<file path="src/rtl/rv_pkg.sv">
// Shared definitions for the RV32I pipeline front end.
//   XLEN          : datapath / PC width
//   NOP_INSTR     : canonical RV32I no-op (addi x0, x0, 0)
//   fetch_entry_t : one prefetched instruction together with its PC
package rv_pkg;

  localparam int XLEN = 32;

  localparam logic [31:0] NOP_INSTR = 32'h00000013;

  typedef struct packed {
    logic [XLEN-1:0] pc;
    logic [31:0]     instr;
  } fetch_entry_t;

endpackage

</file>
<file path="src/rtl/rv_fetch_fifo.sv">
// Prefetch FIFO for the fetch stage.
// Shift-register organisation: entry 0 is always the head, so the head seen by
// decode comes straight out of flops with no read mux in front of it.
// Ports:
//   CLK, RSTn : clock, asynchronous active-low reset
//   push      : write din at the tail this cycle
//   pop       : retire the head this cycle (ignored when empty)
//   flush     : discard all entries; wins over push and pop
//   din       : entry to write
//   head      : current head entry (registered)
//   count     : number of valid entries, 0..DEPTH
module rv_fetch_fifo
  import rv_pkg::*;
#(
  parameter int DEPTH = 4,
  parameter int CW    = $clog2(DEPTH) + 1
) (
  input  logic          CLK,
  input  logic          RSTn,
  input  logic          push,
  input  logic          pop,
  input  logic          flush,
  input  fetch_entry_t  din,
  output fetch_entry_t  head,
  output logic [CW-1:0] count
);

  localparam int AW = $clog2(DEPTH);

  fetch_entry_t    mem [DEPTH];
  logic            do_pop;
  logic [AW-1:0]   wr_idx;

  assign do_pop = pop & (count != '0);

  // After a pop everything shifts down one slot, so the tail slot for a
  // simultaneous push is one lower. The caller never pushes into a full FIFO,
  // so the truncation to AW bits is always exact.
  assign wr_idx = AW'(count - CW'(do_pop));

  always_ff @(posedge CLK or negedge RSTn) begin
    if (!RSTn) begin
      for (int i = 0; i < DEPTH; i++) begin
        mem[i] <= '0;
      end
      count <= '0;
    end else if (flush) begin
      count <= '0;
    end else begin
      if (do_pop) begin
        for (int i = 0; i < DEPTH - 1; i++) begin
          mem[i] <= mem[i+1];
        end
      end
      if (push) begin
        mem[wr_idx] <= din;
      end
      count <= count + CW'(push) - CW'(do_pop);
    end
  end

  assign head = mem[0];

endmodule

</file>
<file path="src/rtl/rv_fetch_unit.sv">
// Decoupled instruction-fetch stage for the pipelined RV32I core.
// Issues one word request per cycle to a latency-1 instruction memory, buffers
// the returned words in a prefetch FIFO and hands {pc, instr} to decode over a
// valid/ready handshake. A redirect flushes everything, including a response
// still in flight, and restarts fetch at the (word-aligned) target.
// Ports:
//   CLK, RSTn      : clock, asynchronous active-low reset
//   fetch_en       : allows new memory requests
//   imem_req       : request strobe (one word per cycle)
//   imem_addr      : word address of the request
//   imem_rdata     : instruction word, valid the cycle after imem_req
//   if_valid       : head of FIFO valid
//   if_instr       : head instruction
//   if_pc          : head PC
//   id_ready       : decode takes the head this cycle
//   redirect_valid : flush and restart at redirect_pc
//   redirect_pc    : redirect target
//   misalign_err   : one-cycle pulse when the redirect target was not word aligned
module rv_fetch_unit
  import rv_pkg::*;
#(
  parameter int               XLEN     = rv_pkg::XLEN,
  parameter int               IADDR_W  = 10,
  parameter int               DEPTH    = 4,
  parameter logic [XLEN-1:0]  RESET_PC = '0
) (
  input  logic               CLK,
  input  logic               RSTn,
  input  logic               fetch_en,
  output logic               imem_req,
  output logic [IADDR_W-1:0] imem_addr,
  input  logic [31:0]        imem_rdata,
  output logic               if_valid,
  output logic [31:0]        if_instr,
  output logic [XLEN-1:0]    if_pc,
  input  logic               id_ready,
  input  logic               redirect_valid,
  input  logic [XLEN-1:0]    redirect_pc,
  output logic               misalign_err
);

  localparam int CW = $clog2(DEPTH) + 1;

  logic [XLEN-1:0] fetch_pc;
  logic [XLEN-1:0] pc_q;
  logic            inflight;
  logic [CW-1:0]   count;
  logic            pop;
  logic            push;
  logic [CW:0]     occupancy;
  fetch_entry_t    push_entry;
  fetch_entry_t    head;

  assign if_valid = (count != '0);
  assign pop      = if_valid & id_ready;

  // Slots already claimed once this edge completes: stored entries plus the
  // response on its way, minus the head leaving now. Counting the pop lets
  // fetch restart in the same cycle decode unstalls a full FIFO.
  assign occupancy = (CW+1)'(count) + (CW+1)'(inflight) - (CW+1)'(pop);

  // RSTn gates the strobe so nothing is requested while reset is held,
  // independent of what fetch_en is doing.
  assign imem_req  = RSTn & fetch_en & ~redirect_valid &
                     (occupancy < (CW+1)'(DEPTH));
  assign imem_addr = fetch_pc[IADDR_W+1:2];

  // A redirect in the response cycle kills the response.
  assign push = inflight & ~redirect_valid;

  assign push_entry = '{pc: pc_q, instr: imem_rdata};

  always_ff @(posedge CLK or negedge RSTn) begin
    if (!RSTn) begin
      fetch_pc     <= RESET_PC;
      pc_q         <= '0;
      inflight     <= 1'b0;
      misalign_err <= 1'b0;
    end else begin
      misalign_err <= redirect_valid & (|redirect_pc[1:0]);
      if (redirect_valid) begin
        fetch_pc <= {redirect_pc[XLEN-1:2], 2'b00};
        inflight <= 1'b0;
      end else begin
        inflight <= imem_req;
        if (imem_req) begin
          pc_q     <= fetch_pc;
          fetch_pc <= fetch_pc + XLEN'(4);
        end
      end
    end
  end

  rv_fetch_fifo #(
    .DEPTH (DEPTH),
    .CW    (CW)
  ) u_fifo (
    .CLK   (CLK),
    .RSTn  (RSTn),
    .push  (push),
    .pop   (pop),
    .flush (redirect_valid),
    .din   (push_entry),
    .head  (head),
    .count (count)
  );

  assign if_pc    = head.pc;
  assign if_instr = head.instr;

endmodule

</file>
<file path="config.mk">
export PLATFORM = sky130hd
export DESIGN_NAME = rv_fetch_unit
export DESIGN_NICKNAME = d
export VERILOG_FILES = /design/src/rtl/rv_pkg.sv /design/src/rtl/rv_fetch_fifo.sv /design/src/rtl/rv_fetch_unit.sv
export SDC_FILE = /design/constraint.sdc
export NUM_CORES = 1
export LEC_CHECK = 0
export BUFFER_PORTS_ARGS = -buffer_cell sky130_fd_sc_hd__buf_2
export CORE_MARGIN = 2
export CORE_UTILIZATION = 59
export DETAILED_ROUTE_END_ITERATION = 6
export PLACE_DENSITY = 0.86
export SLEW_MARGIN = 40
export SYNTH_ARGS = -nofsm -noshare
export SYNTH_HDL_FRONTEND = slang
export SYNTH_SLANG_ARGS = --single-unit
</file>
<file path="constraint.sdc">
create_clock -name CLK -period 4.3 [get_ports CLK]
set_input_delay 1.29 -clock CLK [delete_from_list [all_inputs] [get_ports CLK]]
set_output_delay 1.29 -clock CLK [all_outputs]
set_load 0.1 [all_outputs]
</file>
# == Word level (Yosys, flattened, before mapping) ==
# Cells that the tools add are included.
# word_totals
out_inout_bits,77
regBits,325
inputBits,69
elab_cells,47
# op_classes
mux,10
n_lt_le_gt_ge,3
addsub,6
n_reduce_logical,6
bitwise,9
# ops
cell,count
two-way mux 192 bit,2
bitwise mux 256 bit,1
two-way mux 256 bit,1
demux 64 bit (select 2 bit),1
two-way mux 32 bit,2
two-way mux 64 bit,1
adder 32 x 3 -> 32 bit (second input constant),1
bitwise AND 1 bit,7
adder 3 x 1 -> 4 bit,1
< comparator 4 x 3 -> 1 bit (second input constant),1
AND reduction 2 bit,2
subtractor 4 x 1 -> 4 bit,1
adder 3 x 1 -> 3 bit,1
greater-or-equal comparator 3 bit (second input constant),1
< comparator 3 x 1 -> 1 bit (second input constant),1
two-way mux 3 bit,1
NOT 2 -> 3 bit,1
nonzero test 3 bit,1
subtractor 3 x 1 -> 3 bit,1
nonzero test 2 bit,1
OR reduction 2 bit,1
subtractor 2 x 1 -> 2 bit,1
logical AND 1 bit,1
two-way mux 1 bit,1
NOT 1 bit,1

# == Logic depth before layout (Yosys ltp) ==
# Gate-level depths: netlist (run 1).
# logic_depth
ltp_word,11
depth_mapped,12
ltp_nobuf,11

# == Modules after synthesis ==
# Synthesis (run 1) repeated with hierarchy kept, for this count alone.
# unflattened
hier_cells,1605
area_unflattened_um2,17327.9
# modules_own_cells
mod,seq_area_each_um2,instances,area_per_inst_um2,cells_per_inst
rv_fetch_fifo,6481.2,1,14015.9,1298
rv_fetch_unit,1551.5,1,3311.9,307

# == Least setup slack after synthesis (run 1) ==
# No wires, ideal clock.
# synth_path
path_kind,register -> output
startpoint,reg u_fifo.count[1]
endpoint,out imem_req
arrival_ns,3.302
stages_incl_launch_ff,12
path_slack_ns,-0.292
required_ns,3.010
path_buffers,1
path_cell_list,dfrtp_1 or3_1 nand2_1 inv_1 ha_1 inv_1 ha_1 and3b_1 nor4_2 nor2_1 nor2_1 buf_2
# synth_via
elab_chain_len,5
elab_cells_between_ends,6
cone_classes,2 x add/sub; 1 x order compare; 2 x bitwise; 1 x reduce/logical
# synth_rtl
element,line_no,text
"start, declared",rv_fetch_fifo.sv:25,output logic [CW-1:0] count
"start signal, assigned",rv_fetch_fifo.sv:58,count <= count + CW'(push) - CW'(do_pop);
nonzero test 3 bit,rv_fetch_unit.sv:54,assign if_valid = (count != '0);
via if_valid,rv_fetch_unit.sv:33,"output logic if_valid,"
bitwise AND 1 bit,rv_fetch_unit.sv:55,assign pop = if_valid & id_ready;
subtractor 4 x 1 -> 4 bit,rv_fetch_unit.sv:60,assign occupancy = (CW+1)'(count) + (CW+1)'(inflight) - (CW+1)'(pop);
< comparator 4 x 3 -> 1 bit,rv_fetch_unit.sv:65,(occupancy < (CW+1)'(DEPTH));
bitwise AND 1 bit,rv_fetch_unit.sv:64,assign imem_req = RSTn & fetch_en & ~redirect_valid &
"end, declared",rv_fetch_unit.sv:30,"output logic imem_req,"
# The timed path passes the listed nets, and every way through them passes these cells.

# == Worst setup path in the final report (run 1) ==
# layout_path
startpoint,in id_ready
endpoint,out imem_req
# layout_via
elab_chain_len,4
# layout_rtl
element,line_no,text
"start, declared",rv_fetch_unit.sv:36,"input logic id_ready,"
bitwise AND 1 bit,rv_fetch_unit.sv:55,
subtractor 4 x 1 -> 4 bit,rv_fetch_unit.sv:60,
< comparator 4 x 3 -> 1 bit,rv_fetch_unit.sv:65,
bitwise AND 1 bit,rv_fetch_unit.sv:64,
# Every way passes these cells.

==> results.yml, run 1 <==
timing:
  period_minus_slack_ns: 4.20
  worst_pin_slew_ns: 0.752
  final_max_slew_viol_count: 0
  relSlewSlack_pct: 49.7
  setup_viol: 0
  skew_ns: 0.0140
  tns_ns: 0
  final_hold_viol_count: 0
  clock.fmax_ghz: 0.238
  rsz0062_at_grt: "no"
  fin_crit_sh_pct: 97.7
route:
  dr.pass1.iters: 6
  wl_met2_mm: 15.0
  top_layer_used: "met4"
  drc_errors: 0
  via_count: 10600
  ant_nets: 0
  drt_wl_total_mm: 31.8
  wl_met3_mm: 1.93
  wl_met1_mm: 14.2
  wl_per_cell_um: 17.6
  viasPerCell: 5.82
  drtIter0Drc: 971
global_routing:
  grt_usage_pct: 24.4
  antenna_found_initial: 0
  grt_pass1_wl_mm: 52.5
  overflow: 0
  grt_max_degree: 146
  grt_pass1_vias: 10400
clock_network:
  clockRootBuffer: "clkbuf_16"
  numClockSinks: 319
  insertion_delay_ns: 0.51
  cts-htree-levels: 2
  cts_hold_buffers: 0
  cts_buffers: 34
  cts_tree: "built"
  cts_max_path_buffers: 3
  clk_pin_slew_worst_paths_ns: 0.06
worst_setup_path:
  cp_common_cell: "nor2_4"
  path_cells: "buf_2 -> nand2_1 -> inv_2 -> ha_2 -> inv_1 -> ha_1 -> and3b_2 -> nor4_4 -> nor2_4 -> nor2_4 -> buf_12"
  worstPathRequired_ns: 3.01
  critPathMaxStageDelay_ns: 0.26
  worst-setup-path-type: "primary input to output pin"
  path_max_fanout: 4
  cp_data_arrival_time_ns: 2.91
  cp_slowest_cell: "ha_1"
  r2r_slack_ns: 0.31
  crit_path_start_kind: "primary input"
  endpoint_kind: "output pin"
die:
  die_w_um: 162
  die_h_um: 162
  rows: 57
  coreArea_um2: 24500
  initial_utilization_pct: 60.6
  die_area_um2: 26400
  ioPinCount: 146
logic_synthesis:
  synth_top_family_by_area: "multiplexers"
  syn-cell-area_um2: 14800
  yosysUniqueCellTypes: 51
  yosysSeqAreaShare_pct: 53.9
  synth.top_cell.area_share_pct: 53.9
  ys_ff_latch: 319
  synthSimpleGateAreaFrac_pct: 11.4
  synth_edf_count: 0
  netlist_instances: 1414
  synthFlopType: "dfrtp_1"
  synth_area_leader_cell: "dfrtp_1"
  netlist_top_cells_area: "dfrtp_1 (54%), mux2i_1 (8.5%), nand2_1 (7.4%)"
  synth_fa_ha_area_share_pct: 0.642
  syn_nets: 1490
  avgSynthCellArea_um2: 10.5
  synth_compound_area_share_pct: 10.4
  yosys_warnings: 0
  synthMuxAreaShare_pct: 15.5
  async_reset_ff_share_pct: 100
  synth_xor_area_share_pct: 1.66
outcome:
  outcome: "complete, no violations"
power:
  power.switching_w: 0.00440
  seqPwrFrac_pct: 42.0
  internal_power_w: 0.00683
  leakage_nw: 8.41
  peakVddDrop_v: 0.000574
  pwr-share-clk_pct: 25.2
  power_frac_comb_pct: 32.8
  sw_frac_of_total_pct: 39.2
  p_per_area_nw_per_um2: 674
finish:
  fin_util_pct: 68.1
  nets: 1541
  final_cell_mix: "dfrtp_1 (318), nand2_1 (291), buf_2 (143), o21ai_0 (137), mux2i_1 (126)"
  final_common_cell: "dfrtp_1"
  diodes: 0
  drive_above_1_share_pct: 23.5
  area_delta_synth_final_pct: 12.5
placement:
  gp_congestion: 0.889
  port_buffers: 145
  hpwl_mm: 19.1
run:
  cap_violations: 0
min_path:
  hold_class: "flip-flop to flip-flop"
==> path summary, 6_finish.rpt <==
path,start,endpoint,depth (start not counted)
max reg2reg,u_fifo.count[1],fetch_pc[30],23
min reg2reg,u_fifo.mem[63],u_fifo.mem[63],2
min in group asynchronous,RSTn,misalign_err,2
min,u_fifo.mem[63],u_fifo.mem[63],2
max,id_ready,imem_req,11
max in group asynchronous,RSTn,u_fifo.mem[191],4
==> power groups by stage <==
stage,combinational [W],clock [W],sequential [W]
after floorplan,0.00320,0,0.00450
after global placement,0.00351,0,0.00466
after detailed placement,0.00362,0,0.00473
after CTS,0.00369,0.00288,0.00470
after global routing,0.00393,0.00300,0.00483
final,0.00368,0.00283,0.00472
==> critical path: cells and delay by family <==
family,cells,cell delay (ns)
fa+ha+maj,2,0.44
buf+inv,4,0.42
simple gates,5,0.75
==> routing by layer <==
layer	up-vias	global-route usage, %
li1	4905	-
met1	5227	34.5
met2	365	39.6
met3	56	3.54
met4	0	7.56
met5	-	0
==> state kept, by name, indices dropped and copies added, names as in the netlist <==
signal,cells
pc_q,30
u_fifo.count,3
misalign_err,1
inflight,1
u_fifo.mem,190
fetch_pc,30
u_fifo.head,64
==> Yosys cell counts, types with 6 or more instances <==
| cell type | n |
|---|---|
| buf_2 | 16 |
| nand3_1 | 9 |
| clkbuf_1 | 67 |
| xor2_1 | 13 |
| dfrtp_1 | 319 |
| ha_1 | 6 |
| o2111ai_1 | 6 |
| mux2i_1 | 126 |
| nor2_1 | 75 |
| o21ai_1 | 12 |
| mux2_2 | 92 |
| o21ai_0 | 137 |
| a2111oi_2 | 10 |
| a31oi_1 | 64 |
| xnor2_1 | 15 |
| buf_1 | 8 |
| inv_1 | 10 |
| buf_4 | 74 |
| nand2_1 | 293 |
==> area by class of cell <==
cell class,instances,area [um2]
flip-flops and latches,319,7980
fillers,1705,7800
multi-input cells,918,5930
repair buffers,181,1210
clock buffers,53,1060
well taps,324,405
inverters,11,41.3
clock inverters,6,32.5
==> metrics by stage <==
step	total power [W]	area (um2)	hold slack [ns]	std cells	setup WS [ns]
3_3_place_gp	0.00817	15400	0.470	1739	0.0497
4_1_cts	0.0113	16600	0.499	1811	0.00743
3_5_place_dp	0.00835	15400	0.486	1740	0.00378
6_report	0.0112	16700	0.500	1812	0.0969
2_1_floorplan	0.00770	14800	0.449	1414	0.0514
5_1_grt	0.0118	16700	0.514	1812	0.00874
==> cell families (layout without fill, tap and decap cells) <==
group	after synthesis	after routing
mux	218	218
buf+inv	177	251
simple gates	413	413
flops	319	319
compound gates	252	252
xor+xnor	28	28
fa+ha+maj	7	7
==> repair_timing <==
item,CTS,global route
resized for setup,7,2
buffers inserted,12,0
endpoints found under the setup margin,1,1
pin swaps,3,2
(Power assumes the default switching activity.)
==> inputs of run 2 (changes only) <==
REMOVE_ABC_BUFFERS = 1   (was default)
==> results.yml, run 2 (same netlist as run 1, synthesis figures left out) <==
outcome:
  outcome: "complete, no violations"
worst_setup_path:
  worst-setup-path-type: "primary input to output pin"
  critPathTopFamily: "simple AND/OR/NAND/NOR gates"
  cp_num_buf_inv: 4
  path_max_fanout: 3
  path_cells: "buf_2 -> nand2_1 -> inv_1 -> ha_2 -> inv_1 -> ha_1 -> and3b_2 -> nor4_4 -> nor2_4 -> nor2_4 -> buf_12"
  cp_slowest_cell: "ha_1"
  cp_data_arrival_time_ns: 2.92
  endpoint_kind: "output pin"
  crit_path_start_kind: "primary input"
  critPathMaxStageDelay_ns: 0.26
  worstPathRequired_ns: 3.01
die:
  coreArea_um2: 24500
  rows: 57
  die_h_um: 162
  die_area_um2: 26400
  initial_utilization_pct: 60.6
  ioPinCount: 146
  die_w_um: 162
global_routing:
  overflow: 0
  antenna_found_initial: 0
  grt_usage_pct: 25.6
  grt_max_degree: 128
  grt_pass1_wl_mm: 54.2
  grt_pass1_vias: 10800
timing:
  relSlewSlack_pct: 43.2
  setup_viol: 0
  final_max_slew_viol_count: 0
  worst_slack_ns: 0.0866
  fin_crit_sh_pct: 98.0
  worst_pin_slew_ns: 0.849
  skew_ns: 0.0181
  final_hold_viol_count: 0
  period_minus_slack_ns: 4.21
  clock.fmax_ghz: 0.237
  tns_ns: 0
route:
  drtIter0Drc: 913
  drt_wl_total_mm: 32.8
  ant_nets: 0
  viasPerCell: 5.90
  drc_errors: 0
  dr.pass1.iters: 5
  via_count: 10700
  wl_per_cell_um: 18.1
clock_network:
  cts-htree-levels: 2
  cts_max_path_buffers: 3
  cts_buffers: 34
  clk_pin_slew_worst_paths_ns: 0.05
  cts_tree: "built"
  insertion_delay_ns: 0.51
  clockRootBuffer: "clkbuf_16"
  cts_hold_buffers: 0
  numClockSinks: 319
finish:
  fin_cells: 1812
  area_delta_synth_final_pct: 12.3
  final_common_cell: "dfrtp_1"
  largest_reg_flops: 190
  nets: 1540
  final_cell_area_um2: 16600
  fin_util_pct: 68.0
  top_register: "u_fifo.mem"
  drive_above_1_share_pct: 23.4
  diodes: 0
  final_cell_mix: "dfrtp_1 (319), nand2_1 (291), buf_2 (143), o21ai_0 (137), mux2i_1 (126)"
placement:
  post-place-ws_ns: 0.0237
  gp_congestion: 0.926
  place_area_um2: 15400
  dp.cells: 1738
  hpwl_mm: 19.5
  port_buffers: 145
power:
  p_per_area_nw_per_um2: 678
  leakage_nw: 8.39
  peakVddDrop_v: 0.000653
run:
  cap_violations: 0
min_path:
  hold_class: "flip-flop to flip-flop"
[run 2: changes by cell type in the layout (fill, tap and decap cells not counted), sizes merged]
| cell | previous run | this run |
|---|---|---|
| clkinv | 6 | 4 |
| clkbuf | 53 | 56 |
| buf | 181 | 180 |
[run 2: worst paths after layout]
path / startpoint / end / slack (ns) / cells after the start
setup / recovery: id_ready / imem_req / 0.09 / 11
hold / removal: u_fifo.mem[29] / u_fifo.mem[29] / 0.50 / 1
setup reg to reg: u_fifo.count[1] / fetch_pc[30] / 0.25 / 23
hold reg to reg: u_fifo.mem[29] / u_fifo.mem[29] / 0.50 / 1
max in group asynchronous: RSTn / u_fifo.mem[165] / 1.83 / 5
min in group asynchronous: RSTn / fetch_pc[13] / 0.59 / 1
[run 2: repair_timing]
| action | 4_1_cts | 5_1_grt |
|---|---|---|
| setup endpoints to repair | 1 | 2 |
| resized for setup | 6 | 1 |
| pin swaps | 3 | 3 |
| setup buffers | 11 | 3 |
| gates cloned | 0 | 0 |
[run 2: final cells by class]
class | count | area (um2)
sequential | 319 | 7980
fill | 1758 | 7830
multi-input combinational | 918 | 5950
timing repair buffer | 180 | 1130
clock buffer | 56 | 1100
tap | 324 | 405
inverter | 11 | 41.3
clock inverter | 4 | 22.5
[run 2: worst reg2reg max path, stage by stage (launching register included)]
cell and delay [ns]:
dfrtp_1 0.48, or3_4 0.39, nand2_1 0.11, inv_1 0.07, ha_2 0.19, inv_1 0.05, ha_1 0.21, and3b_2 0.23
nor4_4 0.23, buf_4 0.17, buf_4 0.09, buf_4 0.09, buf_4 0.09, buf_4 0.09, buf_4 0.09, buf_4 0.09
buf_4 0.09, buf_4 0.09, buf_4 0.09, buf_4 0.09, buf_4 0.18, o21ai_0 0.14, o41ai_1 0.38, o211ai_1 0.14
[run 2: layer usage]
metal	global-route usage [%]	vias up	part of all wire (%)
li1	-	4897	-
met1	34.5	5274	42
met2	41.5	445	48
met3	4.99	74	7.6
met4	9.94	0	2.9
met5	0	-	0
[run 2: stage by stage]
step / hold slack [ns] / total power [W]
after global routing: 0.514 / 0.0119
final: 0.503 / 0.0113
after global placement: 0.460 / 0.00816
after floorplan: 0.449 / 0.00760
after detailed placement: 0.484 / 0.00835
after CTS: 0.503 / 0.0113
[run 2: power by group]
group	switching (W)	internal, W
Sequential	0.000702	0.00400
Combinational	0.00254	0.00115
Clock	0.00115	0.00174
